[config.mk]
export PLATFORM = sky130hd
export DESIGN_NAME = debouncer_bank
export DESIGN_NICKNAME = d
export VERILOG_FILES = /design/src/rtl/debouncer_bank.sv
export SDC_FILE = /design/constraint.sdc
export NUM_CORES = 1
export LEC_CHECK = 0
export CAP_MARGIN = 20
export CELL_PAD_IN_SITES_DETAIL_PLACEMENT = 0
export CELL_PAD_IN_SITES_GLOBAL_PLACEMENT = 1
export CORE_MARGIN = 2
export CORE_UTILIZATION = 25
export CTS_BUF_LIST = sky130_fd_sc_hd__clkbuf_16
export DETAILED_ROUTE_END_ITERATION = 8
export DONT_BUFFER_PORTS = 1
export HOLD_SLACK_MARGIN = 0.02
export PLACE_DENSITY_LB_ADDON = 0.2
export SLEW_MARGIN = 10
export SYNTH_ARGS = -nofsm -noshare
export SYNTH_HDL_FRONTEND = slang
export SYNTH_SLANG_ARGS = --single-unit
export TNS_END_PERCENT = 30
[constraint.sdc]
create_clock -name clk -period 3.8 [get_ports clk]
set_input_delay 0.38 -clock clk [delete_from_list [all_inputs] [get_ports clk]]
set_output_delay 0.38 -clock clk [all_outputs]
set_load 0.02 [all_outputs]
[src/rtl/debouncer_bank.sv]
// Multi-channel debouncer: per-channel stability counter against a shared runtime threshold,
// producing debounced levels plus registered rise/fall pulses. Optional input synchronizer: DEBOUNCER_BANK_SYNC_EN.
module debouncer_bank #(
    parameter int                NUM_CH      = 8,
    parameter int                COUNT_WIDTH = 8,
    parameter logic [NUM_CH-1:0] INIT        = '0
) (
    input  logic                   clk,
    input  logic                   nrst,
    input  logic                   en,
    input  logic [COUNT_WIDTH-1:0] thresh,
    input  logic [NUM_CH-1:0]      din,
    output logic [NUM_CH-1:0]      dout,
    output logic [NUM_CH-1:0]      rise,
    output logic [NUM_CH-1:0]      fall,
    output logic                   any_event
);

    logic [NUM_CH-1:0]      x;
    logic [NUM_CH-1:0]      s;
    logic [NUM_CH-1:0]      s_next;
    logic [NUM_CH-1:0]      dout_next;
    logic [COUNT_WIDTH-1:0] cnt      [NUM_CH];
    logic [COUNT_WIDTH-1:0] cnt_next [NUM_CH];

`ifdef DEBOUNCER_BANK_SYNC_EN
    logic [NUM_CH-1:0] sync1;
    logic [NUM_CH-1:0] sync2;

    // Synchronizer keeps running while en=0 so the filter never sees stale metastable data.
    always_ff @(posedge clk) begin
        if (!nrst) begin
            sync1 <= INIT;
            sync2 <= INIT;
        end else begin
            sync1 <= din;
            sync2 <= sync1;
        end
    end

    assign x = sync2;
`else
    assign x = din;
`endif

    // The counter saturates at thresh, so cnt+1 never exceeds the counter range.
    always_comb begin
        s_next    = s;
        dout_next = dout;
        for (int i = 0; i < NUM_CH; i++) begin
            cnt_next[i] = cnt[i];
            if (x[i] != s[i]) begin
                s_next[i]   = x[i];
                cnt_next[i] = '0;
            end else if (cnt[i] >= thresh) begin
                dout_next[i] = s[i];
            end else begin
                cnt_next[i] = cnt[i] + COUNT_WIDTH'(1);
            end
        end
    end

    always_ff @(posedge clk) begin
        if (!nrst) begin
            s         <= INIT;
            dout      <= INIT;
            rise      <= '0;
            fall      <= '0;
            any_event <= 1'b0;
            for (int i = 0; i < NUM_CH; i++) begin
                cnt[i] <= '0;
            end
        end else if (en) begin
            s         <= s_next;
            dout      <= dout_next;
            cnt       <= cnt_next;
            rise      <= dout_next & ~dout;
            fall      <= dout & ~dout_next;
            any_event <= |(dout_next ^ dout);
        end else begin
            rise      <= '0;
            fall      <= '0;
            any_event <= 1'b0;
        end
    end

endmodule

==> results.yml, run 1 <==
clock_tree:
  h-tree-depth: 3
  cts.sinks: 97
  cts_buffers: 9
  hold_buffers: 0
  clk_path_buf_depth: 2
  clk_pin_slew_ns: 0.07
  cts_setup_buffers: 0
  cts.root.buffer_cell: "clkbuf_16"
  clock_latency_ns: 0.35
  cts_tree: "done"
  cts_resized: 0
min_path:
  hold_class: "input port to flip-flop"
  worstHoldStart: "nrst"
  whs_path_depth: 1
  hold_end: "cnt[36]$_SDFFE_PN0P_"
die:
  die_h_um: 163.6
  core.rowCount: 58
  initial_core_util_pct: 25.36
  dieArea_um2: 26770
  num_io_pins: 44
  coreArea_um2: 25110
  fp.dieW_um: 163.6
pwr:
  switching_share_pct: 27.66
  p_comb_share_pct: 9.3
  power_switching_uw: 594.6
  power_density_nw_per_um2: 308.0
  p_clk_share_pct: 41.6
  power_uw: 2150
  peakVddDrop_mv: 0.1803
  power_frac_seq_pct: 49.1
  p_int_uw: 1555
  leakage_uw: 0.002874
logic_synthesis:
  synth-edff-count: 0
  synth_area_per_cell_um2: 8.560
  ys_seq_elements: 97
  synth-seq-area-share_pct: 30.49
  netlist_instances: 744
  synth-simple-area-share_pct: 21.47
  yosysWarnings: 0
  syn-cell-area_um2: 6369
  synth_compound_gate_area_share_pct: 21.51
  synth.distinct_cells: 54
  yosys.area_share.adder_pct: 17.29
  synth_ff_type: "dfxtp_1"
  synthMuxAreaShare_pct: 1.572
  synth_top_family_by_area: "compound AO/OA/AOI/OAI gates"
  synth-xor-area-share_pct: 3.851
  synth_nets: 851
  async_flop_share_pct: 0
setup_path:
  cp-start-kind: "flip-flop"
  reg2reg_from: "cnt[56]$_SDFFE_PN0P_"
  rr_endpoint: "any_event$_SDFF_PN0_"
  r2r_slack_ns: 0.85
  reg2regPathDepth: 11
  endpoint_kind: "flip-flop"
  arrival_ns: 3.17
  crit_path_max_fanout: 9
  worstPathRequired_ns: 4.01
  path_class: "flip-flop to flip-flop"
timing:
  tns_ns: 0
  post-route-period-util_pct: 77.71
  fin_crit_ns: 2.953
  report.final.slew_viol_count: 0
  rsz0062_at_grt: "no"
  skew_ns: 0.007955
  slew_headroom_pct: 47.12
  worst_pin_slew_ns: 0.7924
  fmax_mhz: 338.6
  setup_violations: 0
  hold_violations: 0
drt:
  via_per_inst: 5.134
  drtAntennaViolNets: 0
  wl_um: 18360
  drt-initial-drc-count: 292
  dr_total_vias: 5457
  route.detailed.drc: 0
  first_pass_iters: 4
  wl_per_cell_um: 17.27
global_route:
  grt_pass1_wl_um: 29480
  overflow: 0
  grt_max_degree: 82
  grt.total_usage_pct: 14.25
  grt_pass1_vias: 5458
  antenna_found_initial: 0
final_layout:
  fillers: 2719
  finalInstanceArea_um2: 6980
  multiInputGateArea_um2: 4184
  area_growth_pct: 9.607
  fin_cells: 1063
  layout.nets: 835
  diodes: 0
  seqCellArea_um2: 1942
  drive_gt1_share_pct: 4.775
run:
  max_cap_viol_count: 0
placement:
  dpl_cell_area_um2: 6704
  gp_congestion: 0.7676
  dp.cells: 1047
  io_buffers: 0
  dp_hpwl_um: 12940
status:
  status: "finished clean"
==> state kept, by name (all words and copies together), names as in the netlist <==
name / count
dout: 8
s: 8
fall: 8
any_event: 1
cnt: 64
rise: 8
==> worst max-delay path, cell delays in order (launching register included) <==
cell      delay (ns)
dfxtp_1         0.43
inv_1           0.08
ha_1            0.26
nand2b_1        0.15
a2111o_1        0.45
a311oi_4        0.49
nor2b_1         0.12
o22a_1          0.20
ha_1            0.35
nand4_1         0.10
nor2_1          0.12
nor3_1          0.05
==> cells in the mapped netlist, types with 5 or more instances <==
master     number  area share, %
o21ai_0        40            3.1
nand2b_1       11            1.1
dfxtp_1        97             30
o21a_1         16            1.9
or4_1           6           0.71
nand2_1        57            3.4
mux2i_1        10            1.6
o22ai_1        14            1.4
clkbuf_1       28            1.7
o311ai_0        7           0.96
inv_1          30            1.8
xor2_1         21            2.9
o22a_1          8            1.1
nor3_1          5           0.39
a211oi_1        8           0.94
nand3_1        35            2.8
ha_1           88             17
nand4_1        21            2.1
a2111o_1        6            1.1
o211ai_1       20            2.4
o2111ai_1       6           0.83
o31ai_1         6           0.71
nor2_1         60            3.5
xnor2_1         7           0.96
a21oi_1        33            2.6
and4_1          9            1.2
nor2b_1         8           0.79
and3_1         28            2.8
or3_1          13            1.3
==> final cells by class <==
class / instances / area share, %
clock buffers: 9 / 3.226
clock inverters: 7 / 0.7349
inverters: 30 / 1.613
multi-input cells: 583 / 59.94
flip-flops and latches: 97 / 27.82
well taps: 330 / 5.915
repair buffers: 7 / 0.7528
==> placed cells by master, fill, tap and decap left out, types with 4 or more instances in the layout <==
| master | count |
|---|---|
| a2111o_1 | 6 |
| a211oi_1 | 8 |
| a21o_1 | 4 |
| a21oi_1 | 33 |
| and3_1 | 28 |
| and4_1 | 9 |
| buf_4 | 7 |
| clkbuf_16 | 9 |
| dfxtp_1 | 97 |
| ha_1 | 88 |
| inv_1 | 30 |
| mux2i_1 | 10 |
| nand2_1 | 57 |
| nand2b_1 | 11 |
| nand3_1 | 35 |
| nand4_1 | 21 |
| nor2_1 | 60 |
| nor2b_1 | 8 |
| nor3_1 | 5 |
| o2111ai_1 | 6 |
| o211ai_1 | 20 |
| o21a_1 | 16 |
| o21ai_0 | 40 |
| o22a_1 | 8 |
| o22ai_1 | 14 |
| o311ai_0 | 7 |
| o31ai_1 | 6 |
| or3_1 | 13 |
| or4_1 | 6 |
| xnor2_1 | 7 |
| xor2_1 | 21 |
==> kinds of logic (layout without fill, tap and decap cells) <==
kind of cell             Yosys count  count (layout)
AO/OA/AOI/OAI                    191             191
XOR/XNOR                          28              28
adder cells (fa/ha/maj)           88              88
buffers and inverters             64              53
flip-flops                        97              97
multiplexers                      10              10
AND/OR/NAND/NOR                  266             266
==> worst max path at each step <==
stage	from	to	slack (ns)	depth (start not counted)
finish	cnt[56]$_SDFFE_PN0P_	any_event$_SDFF_PN0_	0.85	11
detailed placement	thresh[1]	any_event$_SDFF_PN0_	0.74	11
floorplan	cnt[8]$_SDFFE_PN0P_	any_event$_SDFF_PN0_	1.11	11
global route	cnt[56]$_SDFFE_PN0P_	any_event$_SDFF_PN0_	0.72	11
global placement	thresh[1]	any_event$_SDFF_PN0_	0.75	11
CTS	cnt[56]$_SDFFE_PN0P_	any_event$_SDFF_PN0_	0.88	11
==> through the flow <==
step / setup slack [ns] / util [%] / hold WS [ns]
finish: 0.8469 / 27.80 / 0.1651
global route: 0.7238 / 27.80 / 0.1465
CTS: 0.8766 / 27.80 / 0.1389
detailed placement: 0.7432 / 26.70 / 0.4963
global placement: 0.7525 / 26.70 / 0.4762
floorplan: 1.111 / - / 0.4556
==> layer usage <==
metal / track usage [%] / vias to the layer above / routed length (µm)
met5: 0 / - / 0
met4: 5.463 / 0 / 477
met3: 2.819 / 26 / 538
met2: 25.59 / 84 / 9137
met1: 16.59 / 2609 / 8207
li1: - / 2738 / -
==> power groups by stage <==
stage	sequential (µW)	clock (µW)	combinational [µW]
after floorplan	1070	0	176
after global routing	1060	977	231
after global placement	1080	0	194
final	1060	894	200
after detailed placement	1080	0	201
after CTS	1060	933	203
(Power assumes the default switching activity.)
==> inputs of run 2 (changes only) <==
- clock period: 3.8 -> 2.9 ns (I/O delays scaled with it)
==> results.yml, run 2 (synthesized netlist as in run 1, its figures left out) <==
status:
  status: "finished clean"
final_layout:
  fillers: 2693
  regMostFlops: "cnt"
  drive_gt1_share_pct: 7.427
  layout.nets: 856
  final_common_cell: "dfxtp_1"
  area_growth_pct: 13.03
  largest_reg_flops: 64
  final_cell_mix: "97 x dfxtp_1, 88 x ha_1, 60 x nor2_1"
  fin_cells: 1084
  diodes: 0
setup_path:
  worstPathRequired_ns: 3.18
  crit_path_max_fanout: 9
  endpoint_kind: "flip-flop"
  path_class: "flip-flop to flip-flop"
  arrival_ns: 2.94
  cp-start-kind: "flip-flop"
clock_tree:
  cts_setup_buffers: 0
  cts.sinks: 97
  clk_path_buf_depth: 2
  clk_pin_slew_ns: 0.07
  clock_latency_ns: 0.35
  hold_buffers: 0
  cts_tree: "done"
  cts_resized: 0
  cts.root.buffer_cell: "clkbuf_16"
  h-tree-depth: 3
  cts_buffers: 9
timing:
  rsz0062_at_grt: "no"
  report.final.slew_viol_count: 0
  skew_ns: 0.005073
  whs_ns: 0.07887
  slew_headroom_pct: 52.10
  post-route-period-util_pct: 91.60
  fin_crit_ns: 2.656
  fmax_mhz: 376.5
  setup_violations: 0
  tns_ns: 0
  worst_pin_slew_ns: 0.7160
  hold_violations: 0
pwr:
  p_clk_share_pct: 44.1
  p_comb_share_pct: 9.7
  leakage_uw: 0.003009
  p_int_uw: 2212
  power_frac_seq_pct: 46.3
  peakVddDrop_mv: 0.2417
  switching_share_pct: 25.60
  power_density_nw_per_um2: 413.1
  power_switching_uw: 761.2
die:
  fp.dieW_um: 163.6
  core.rowCount: 58
  initial_core_util_pct: 25.36
  coreArea_um2: 25110
  dieArea_um2: 26770
  die_h_um: 163.6
  num_io_pins: 44
placement:
  dp_hpwl_um: 13120
  dp.cells: 1068
  io_buffers: 0
  gp_congestion: 0.7720
drt:
  route.detailed.drc: 0
  drt-initial-drc-count: 447
  wl_um: 18390
  via_per_inst: 5.077
  first_pass_iters: 4
  drtAntennaViolNets: 0
  dr_total_vias: 5503
  wl_per_cell_um: 16.96
min_path:
  hold_class: "input port to flip-flop"
global_route:
  grt_max_degree: 82
  grt_pass1_wl_um: 29770
  grt.total_usage_pct: 14.33
  grt_pass1_vias: 5444
  overflow: 0
  antenna_found_initial: 0
run:
  max_cap_viol_count: 0
-- run 2: changes by cell type in the layout (fill, tap and decap cells not counted) --
cell	previous run	this run
buf_12	0	2
buf_4	7	26
bufinv_16	0	2
clkinv_1	1	0
clkinv_2	1	3
clkinv_4	1	0
inv_1	30	31
inv_6	3	0
-- run 2: path summary, 6_finish.rpt --
check	cells after the start	to	startpoint	slack [ns]
max	13	any_event$_SDFF_PN0_	cnt[8]$_SDFFE_PN0P_	0.24
min	1	cnt[20]$_SDFFE_PN0P_	nrst	0.08
max reg2reg	13	any_event$_SDFF_PN0_	cnt[8]$_SDFFE_PN0P_	0.24
min reg2reg	2	cnt[39]$_SDFFE_PN0P_	cnt[39]$_SDFFE_PN0P_	0.49
-- run 2: final cells by class --
class / count / area [µm²] / share of cell area (%)
multi-input cells: 583 / 4184 / 58.13
repair buffers: 28 / 235.2 / 3.268
flip-flops and latches: 97 / 1942 / 26.98
well taps: 330 / 412.9 / 5.736
clock buffers: 9 / 225.2 / 3.129
inverters: 30 / 112.6 / 1.564
clock inverters: 7 / 86.33 / 1.199
-- run 2: power by group through the flow --
stage / Combinational (µW) / Sequential (µW) / Clock (µW)
CTS: 290 / 1380 / 1370
global placement: 282 / 1410 / 0
detailed placement: 289 / 1410 / 0
floorplan: 230 / 1400 / 0
global route: 329 / 1380 / 1400
finish: 287 / 1380 / 1310
-- run 2: worst max-delay path: stages (launching register included) --
cell and delay (ns):
dfxtp_1 0.37, inv_1 0.08, ha_1 0.27, nand2b_4 0.13
a2111o_1 0.44, a311oi_4 0.31, buf_4 0.23, nor2_1 0.05
nor2_1 0.12, o22a_1 0.15, ha_1 0.23, nand4_1 0.07
nor2_1 0.04, nor3_1 0.11
-- run 2: stage by stage --
stage	power [µW]	setup WS, ns	area (µm²)	utilization, %
6_report	2974	0.2437	7198	28.67
2_1_floorplan	1630	0.2108	6369	-
3_5_place_dp	1696	0.09427	6887	27.43
4_1_cts	3032	0.1922	7198	28.67
5_1_grt	3107	0.002841	7198	28.67
3_3_place_gp	1689	0.09733	6887	27.43
-- run 2: per-layer routing --
| metal | part of all wire [%] | track usage (%) |
|---|---|---|
| met4 | 2.1 | 5.144 |
| met1 | 46 | 18.52 |
| met3 | 3.8 | 2.285 |
| met2 | 48 | 24.06 |
| met5 | 0 | 0 |
